===== config.mk =====
export PLATFORM = sky130hd
export DESIGN_NAME = alu4_req_scheduler
export DESIGN_NICKNAME = d
export VERILOG_FILES = /design/src/rtl/alu4_sched_pkg.sv /design/src/rtl/alu4_rr_arbiter2.sv /design/src/rtl/alu4_req_scheduler.sv
export SDC_FILE = /design/constraint.sdc
export NUM_CORES = 1
export LEC_CHECK = 0
export CORE_MARGIN = 10
export CORE_UTILIZATION = 30
export CTS_CLUSTER_SIZE = 10
export DETAILED_ROUTE_END_ITERATION = 12
export GPL_TIMING_DRIVEN = 0
export PLACE_DENSITY = 0.67
export SYNTH_ARGS = -nofsm -noshare
export SYNTH_HDL_FRONTEND = slang
export SYNTH_SLANG_ARGS = --single-unit

===== constraint.sdc =====
create_clock -name clk -period 2.3 [get_ports clk]
set_input_delay 0.575 -clock clk [delete_from_list [all_inputs] [get_ports clk]]
set_output_delay 0.575 -clock clk [all_outputs]
set_load 0.01 [all_outputs]

===== src/rtl/alu4_sched_pkg.sv =====
// Shared definitions for the two-requester ALU front end.
//   - opcode constants understood by the shared 4-bit ALU
//   - scheduler state encoding
//   - response flag payload
//   - is_legal_op(): opcodes above OP_MUL are rejected without touching the ALU
package alu4_sched_pkg;

  localparam int unsigned OP_W = 3;

  localparam logic [OP_W-1:0] OP_ADD = 3'b000;
  localparam logic [OP_W-1:0] OP_SUB = 3'b001;
  localparam logic [OP_W-1:0] OP_XOR = 3'b010;
  localparam logic [OP_W-1:0] OP_SHL = 3'b011;
  localparam logic [OP_W-1:0] OP_MUL = 3'b100;

  typedef enum logic [1:0] {
    IDLE  = 2'd0,
    ISSUE = 2'd1,
    WAIT  = 2'd2,
    RESP  = 2'd3
  } state_t;

  // Flags returned alongside the captured result.
  typedef struct packed {
    logic ovf;
    logic zero;
    logic err;
  } rsp_flags_t;

  function automatic logic is_legal_op(input logic [OP_W-1:0] op);
    return (op <= OP_MUL);
  endfunction

endpackage


===== src/rtl/alu4_rr_arbiter2.sv =====
// Two-way request arbiter.
//   valid   : per-requester request valid
//   ptr     : requester favoured on a tie (round-robin build only)
//   grant_c : one-hot or zero grant, combinational
// Build option: ALU4_SCHED_FIXED_PRIO_EN makes requester 0 win every tie and
// removes the ptr input.
module alu4_rr_arbiter2 (
  input  logic [1:0] valid,
`ifndef ALU4_SCHED_FIXED_PRIO_EN
  input  logic       ptr,
`endif
  output logic [1:0] grant_c
);

  // A single requester is granted directly; only a tie needs a decision.
  always_comb begin
    grant_c = valid;
    if (valid == 2'b11) begin
`ifdef ALU4_SCHED_FIXED_PRIO_EN
      grant_c = 2'b01;
`else
      grant_c = ptr ? 2'b10 : 2'b01;
`endif
    end
  end

endmodule


===== src/rtl/alu4_req_scheduler.sv =====
// Two-requester front end for the shared 4-bit ALU.
// Accepts one request at a time (valid/ready), launches it on the ALU with a
// one-cycle alu_init pulse, waits the opcode's fixed latency, captures
// Y/overflow/zero and returns them to the owner over a valid/ready response.
// Illegal opcodes (101..111) are answered immediately with err=1.
// Ports:
//   clk, rst                  clock, synchronous active-high reset
//   req_valid/req_ready       per-requester request handshake
//   req_opcode/req_a/req_b    {requester1, requester0} operation payloads
//   rsp_valid/rsp_ready       per-requester response handshake
//   rsp_y/ovf/zero/err        captured response, stable while rsp_valid
//   alu_init/opcode/a/b       ALU launch interface
//   alu_y/ovf/zero            ALU registered results
//   busy                      high whenever an operation is in progress
// Build option: ALU4_SCHED_FIXED_PRIO_EN (requester 0 wins ties, no rr pointer).
module alu4_req_scheduler
  import alu4_sched_pkg::*;
#(
  parameter int unsigned N       = 4,
  parameter int unsigned M       = 8,
  parameter int unsigned MUL_LAT = 10
) (
  input  logic           clk,
  input  logic           rst,
  input  logic [1:0]     req_valid,
  output logic [1:0]     req_ready,
  input  logic [5:0]     req_opcode,
  input  logic [2*N-1:0] req_a,
  input  logic [2*N-1:0] req_b,
  output logic [1:0]     rsp_valid,
  input  logic [1:0]     rsp_ready,
  output logic [M-1:0]   rsp_y,
  output logic           rsp_ovf,
  output logic           rsp_zero,
  output logic           rsp_err,
  output logic           alu_init,
  output logic [2:0]     alu_opcode,
  output logic [N-1:0]   alu_a,
  output logic [N-1:0]   alu_b,
  input  logic [M-1:0]   alu_y,
  input  logic           alu_ovf,
  input  logic           alu_zero,
  output logic           busy
);

  localparam int unsigned CNT_W = (MUL_LAT > 1) ? $clog2(MUL_LAT) : 1;

  state_t           state_q, state_d;
  logic             owner_q, owner_d;
  logic [OP_W-1:0]  op_q, op_d;
  logic [N-1:0]     a_q, a_d;
  logic [N-1:0]     b_q, b_d;
  logic [CNT_W-1:0] cnt_q, cnt_d;
  logic [M-1:0]     y_q, y_d;
  rsp_flags_t       flg_q, flg_d;
  logic [1:0]       grant_c;
  logic [OP_W-1:0]  sel_op;
  logic [N-1:0]     sel_a;
  logic [N-1:0]     sel_b;

`ifndef ALU4_SCHED_FIXED_PRIO_EN
  logic rr_q, rr_d;
`endif

  alu4_rr_arbiter2 u_arb (
    .valid   (req_valid),
`ifndef ALU4_SCHED_FIXED_PRIO_EN
    .ptr     (rr_q),
`endif
    .grant_c (grant_c)
  );

  // Payload of the granted requester (only meaningful when grant_c != 0).
  assign sel_op = grant_c[1] ? req_opcode[5:3]   : req_opcode[2:0];
  assign sel_a  = grant_c[1] ? req_a[2*N-1:N]    : req_a[N-1:0];
  assign sel_b  = grant_c[1] ? req_b[2*N-1:N]    : req_b[N-1:0];

  // State and datapath registers.
  always_ff @(posedge clk) begin
    if (rst) begin
      state_q <= IDLE;
      owner_q <= 1'b0;
      op_q    <= '0;
      a_q     <= '0;
      b_q     <= '0;
      cnt_q   <= '0;
      y_q     <= '0;
      flg_q   <= '0;
`ifndef ALU4_SCHED_FIXED_PRIO_EN
      rr_q    <= 1'b0;
`endif
    end else begin
      state_q <= state_d;
      owner_q <= owner_d;
      op_q    <= op_d;
      a_q     <= a_d;
      b_q     <= b_d;
      cnt_q   <= cnt_d;
      y_q     <= y_d;
      flg_q   <= flg_d;
`ifndef ALU4_SCHED_FIXED_PRIO_EN
      rr_q    <= rr_d;
`endif
    end
  end

  // Next-state and output decode; outputs derive from registered state.
  always_comb begin
    state_d    = state_q;
    owner_d    = owner_q;
    op_d       = op_q;
    a_d        = a_q;
    b_d        = b_q;
    cnt_d      = cnt_q;
    y_d        = y_q;
    flg_d      = flg_q;
`ifndef ALU4_SCHED_FIXED_PRIO_EN
    rr_d       = rr_q;
`endif
    req_ready  = 2'b00;
    rsp_valid  = 2'b00;
    alu_init   = 1'b0;
    alu_opcode = '0;
    alu_a      = '0;
    alu_b      = '0;
    busy       = (state_q != IDLE);

    case (state_q)
      IDLE: begin
        // grant_c is only ever set for a valid requester, so grant == accept.
        req_ready = grant_c;
        if (grant_c != 2'b00) begin
          owner_d = grant_c[1];
          op_d    = sel_op;
          a_d     = sel_a;
          b_d     = sel_b;
          if (is_legal_op(sel_op)) begin
            state_d = ISSUE;
          end else begin
            y_d       = '0;
            flg_d.ovf  = 1'b0;
            flg_d.zero = 1'b1;
            flg_d.err  = 1'b1;
            state_d   = RESP;
          end
        end
      end

      ISSUE: begin
        alu_init   = 1'b1;
        alu_opcode = op_q;
        alu_a      = a_q;
        alu_b      = b_q;
        cnt_d      = (op_q == OP_MUL) ? CNT_W'(MUL_LAT - 1) : '0;
        state_d    = WAIT;
      end

      WAIT: begin
        alu_opcode = op_q;
        alu_a      = a_q;
        alu_b      = b_q;
        if (cnt_q == '0) begin
          y_d        = alu_y;
          flg_d.ovf  = alu_ovf;
          flg_d.zero = alu_zero;
          flg_d.err  = 1'b0;
          state_d    = RESP;
        end else begin
          cnt_d = cnt_q - CNT_W'(1);
        end
      end

      RESP: begin
        rsp_valid = owner_q ? 2'b10 : 2'b01;
        if (rsp_ready[owner_q]) begin
          state_d = IDLE;
`ifndef ALU4_SCHED_FIXED_PRIO_EN
          rr_d    = ~owner_q;
`endif
        end
      end

      default: state_d = IDLE;
    endcase
  end

  assign rsp_y    = y_q;
  assign rsp_ovf  = flg_q.ovf;
  assign rsp_zero = flg_q.zero;
  assign rsp_err  = flg_q.err;

endmodule


==> results_tabular.tex <==
\begin{tabular}{lr}
\hline
Metric & Value \\
\hline
\multicolumn{2}{l}{\textbf{Run status}} \\
\quad Outcome & complete, no violations \\
\multicolumn{2}{l}{\textbf{Finish}} \\
\quad Fill count & 526 \\
\quad Final non-filler cell area & between 2000 and 2500 um2 \\
\quad Share of cells above drive strength 1 & about 11\% \\
\quad Final antenna diode count & 0 \\
\quad P\&R area growth vs syn & 53.4\% \\
\quad Count of nets after finishing & 304 \\
\quad Utilization after layout & approximately 48\% \\
\multicolumn{2}{l}{\textbf{Power}} \\
\quad Share of power burned in registers & approximately 31\% \\
\quad Internal power of the cells & 1520 uW \\
\quad Proportion of power drawn by combinational gates & 53.8\% \\
\quad Static leakage & 0.00104 uW \\
\quad Maximum ir drop on the vdd rail & around 0.46 mV \\
\quad Net switching share of the total power & a little under 40\% \\
\quad Clock power share & 15.5\% \\
\quad Pwr Density & around 1000 nW/um2 \\
\quad P\_sw & 994 uW \\
\multicolumn{2}{l}{\textbf{Detailed routing}} \\
\quad DRC violation count after routing & 0 \\
\quad Total length of routed wires & 4620 um \\
\quad Via total after detailed routing & roughly 1600 \\
\quad DR iter-0 viols & 53 \\
\quad Count of TritonRoute iterations in the first routing pass & 4 \\
\quad Detail Route Antenna Nets & 0 \\
\quad Average via count per standard cell & 4.75 \\
\quad Drt wl/cell & between 10 and 15 um \\
\multicolumn{2}{l}{\textbf{Timing}} \\
\quad Hold Vio Cnt, Final & 0 \\
\quad Maximum achievable frequency & 455 MHz \\
\quad Final Hold Slack & 478 ps \\
\quad Measured slew at the worst slew-check pin & 490 ps \\
\quad Largest clock skew in the final design & 7.40 ps \\
\quad Setup repair after global routing missed its margin & false \\
\quad Min cycle time layout & 2200 ps \\
\quad Count of pins over their slew limit & 0 \\
\quad Final setup fails & 0 \\
\quad Ratio of final minimum period to clock period & around 96\% \\
\quad Slew Limit Headroom & 66.4\% \\
\multicolumn{2}{l}{\textbf{CTS}} \\
\quad Depth of the CTS H-tree & 2 \\
\quad Clock slew at reported path FFs & 70 ps \\
\quad Number of clock sinks seen by CTS & 30 \\
\quad TritonCTS clock tree & done \\
\quad Clock root buffer & clkbuf\_8 \\
\quad Clock buffer count from CTS & 5 \\
\quad Latest clock arrival within the worst-skew pair & between 200 and 300 ps \\
\quad Largest buffer count on any clock path & 2 \\
\multicolumn{2}{l}{\textbf{Placement}} \\
\quad DP Area & 2340 um2 \\
\quad Port buffer count & 65 \\
\quad Detailed Place HPWL & 3620 um \\
\quad Placer Congestion & 0.779 \\
\multicolumn{2}{l}{\textbf{Yosys}} \\
\quad Per-instance average area after synthesis & 8.57 um2 \\
\quad Post-Synthesis Net Count & 231 \\
\quad Sequential fraction of the synthesis area & 37.5\% \\
\quad Ys async rst share & 0\% \\
\quad Number of library cell types mapped by synthesis & 37 \\
\quad Synthesized flop and latch total & 30 \\
\quad Instance count of the mapped netlist & around 190 \\
\quad Top flip-flop cell by instance count after synthesis & dfxtp\_1 \\
\quad Number of flops mapped to enable cells by yosys & 0 \\
\quad Mapped Area & approximately 1600 um2 \\
\quad Count of yosys warnings during synthesis & 0 \\
\multicolumn{2}{l}{\textbf{Floorplan}} \\
\quad Floorplan die area & 8670 um2 \\
\quad Site row count & 26 \\
\quad Die extent in x & approximately 93 um \\
\quad Core Region & 5140 um2 \\
\quad Starting Density & 31.2\% \\
\quad IO Count & 66 \\
\quad Die Ht & 93.1 um \\
\multicolumn{2}{l}{\textbf{Min path}} \\
\quad Kind of path behind the tightest hold check & reg2reg \\
\multicolumn{2}{l}{\textbf{Setup path}} \\
\quad Required time of the critical path & 1730 ps \\
\quad Startpoint type of the worst setup path & flop \\
\quad Peak fanout along the critical path & 7 \\
\quad Crit end category & output port \\
\quad Crit Path Class & reg2out \\
\quad Data arrival at the endpoint of the critical path & around 1600 ps \\
\multicolumn{2}{l}{\textbf{Global route}} \\
\quad Number of global-route vias before repair & 1539 \\
\quad Overflow left after global routing & 0 \\
\quad Maximum number of pins on one net before global-route repair & 11 \\
\quad Antenna violations before repair & 0 \\
\quad Wire length of the first global-routing pass & 7530 um \\
\quad Overall fraction of global-route tracks in use & 10.6\% \\
\multicolumn{2}{l}{\textbf{Job}} \\
\quad Number of maximum-capacitance violations & 0 \\
\hline
\end{tabular}
power by group through the flow:
| stage | registers, uW | clock network (uW) | logic [uW] |
|---|---|---|---|
| CTS | 771 | 401 | 1330 |
| detailed placement | 777 | 0 | 1340 |
| global placement | 772 | 0 | 1330 |
| finish | 771 | 391 | 1360 |
| floorplan | 773 | 0 | 803 |
| global route | 793 | 429 | 1520 |
layer usage:
layer	global-route usage (%)	up-vias	part of all wire, %
met2	16.0	54	44
met4	1.93	0	0.22
li1	-	801	-
met3	5.84	2	8.8
met5	0	-	0
met1	13.0	710	47
synthesized netlist by cell type, types with 2 or more instances:
| master | number | area share, % |
|---|---|---|
| ha_1 | 6 | 4.7 |
| nor2_1 | 23 | 5.4 |
| and2_1 | 12 | 4.7 |
| nor3b_1 | 3 | 1.4 |
| inv_1 | 16 | 3.7 |
| buf_2 | 2 | 0.62 |
| a221oi_1 | 2 | 1.1 |
| dfxtp_1 | 30 | 37 |
| o32ai_1 | 8 | 4.4 |
| a211oi_1 | 12 | 5.6 |
| o21ai_0 | 7 | 2.2 |
| clkbuf_1 | 5 | 1.2 |
| clkinv_1 | 2 | 0.47 |
| mux2i_1 | 14 | 8.7 |
| nand2_1 | 16 | 3.7 |
| a21oi_1 | 7 | 2.2 |
| a31oi_1 | 2 | 0.78 |
cell type report:
type / count / area, um2 / share of cell area [%]
Buffer: 9 / 60.1 / 2.44
Inverter: 18 / 71.3 / 2.90
Clock buffer: 5 / 68.8 / 2.80
Multi-Input combinational cell: 130 / 915 / 37.2
Sequential cell: 30 / 603 / 24.5
Tap cell: 70 / 87.6 / 3.56
Clock inverter: 2 / 10.0 / 0.407
Timing Repair Buffer: 66 / 643 / 26.2
metrics by stage:
step | worst slack [ps] | power, uW | setup TNS (ps) | std cells
after floorplan | 472 | 1580 | 0 | 187
after global placement | -641 | 2100 | -3700 | 322
after detailed placement | -654 | 2110 | -4040 | 322
after CTS | 47.3 | 2500 | 0 | 330
after global routing | 36.6 | 2740 | 0 | 330
final | 100 | 2520 | 0 | 330
cell usage in the layout (no fill, tap or decap), types with 2 or more instances in the layout:
cell type        netlist  layout
a211oi_1              12      12
a21oi_1                7       7
a221oi_1               2       2
a31oi_1                2       2
and2_1                12      12
buf_4                  1       2
clkbuf_1               5       4
clkbuf_8               0       6
clkdlybuf4s50_1        0      50
clkinv_2               0       2
dfxtp_1               30      28
dfxtp_2                0       2
dlygate4sd2_1          0      13
ha_1                   6       5
inv_1                 16      15
mux2i_1               14      14
nand2_1               16      16
nor2_1                23      23
nor3b_1                3       3
o21ai_0                7       7
o21ai_4                1       2
o32ai_1                8       8
final timing paths:
| check | from | to | slack (ps) | depth (start not counted) |
|---|---|---|---|---|
| max | state_q[0]$_SDFFE_PP0P_ | req_ready[0] | 100 | 5 |
| min | rsp_ovf$_SDFFE_PP0P_ | rsp_ovf$_SDFFE_PP0P_ | 480 | 2 |
| max reg2reg | cnt_q[0]$_SDFFE_PP0P_ | rsp_zero$_SDFFE_PP0P_ | 400 | 7 |
| min reg2reg | rsp_ovf$_SDFFE_PP0P_ | rsp_ovf$_SDFFE_PP0P_ | 480 | 2 |
critical path, cell delays in order, from the launching register on:
cell and delay, ps:
dfxtp_2 340, inv_1 120, ha_4 160, clkinvlp_4 170, a211oi_1 260, clkdlybuf4s15_1 300
sequential cells by signal (all words and copies together), names as in the netlist:
name and count:
op_q 3, b_q 4, a_q 4, rr_q 1, owner_q 1, state_q 2
rsp_ovf 1, rsp_zero 1, rsp_err 1, cnt_q 4, rsp_y 8
cell families (layout without fill, tap and decap cells):
logic type	Yosys count	after routing	share of synthesized area (%)
buffers and inverters	27	100	6.71
flip-flops	30	30	37.5
adder cells (fa/ha/maj)	6	6	4.68
multiplexers	15	15	9.45
AND/OR/NAND/NOR	60	60	18.2
AO/OA/AOI/OAI	49	49	23.5
repair_timing:
item	CTS	global route
setup buffers	1	0
pin swaps	1	0
gates resized for setup	28	2
endpoints found under the setup margin	13	10
hold buffers	0	0
No activity file was read; power rests on OpenSTA's default activity.
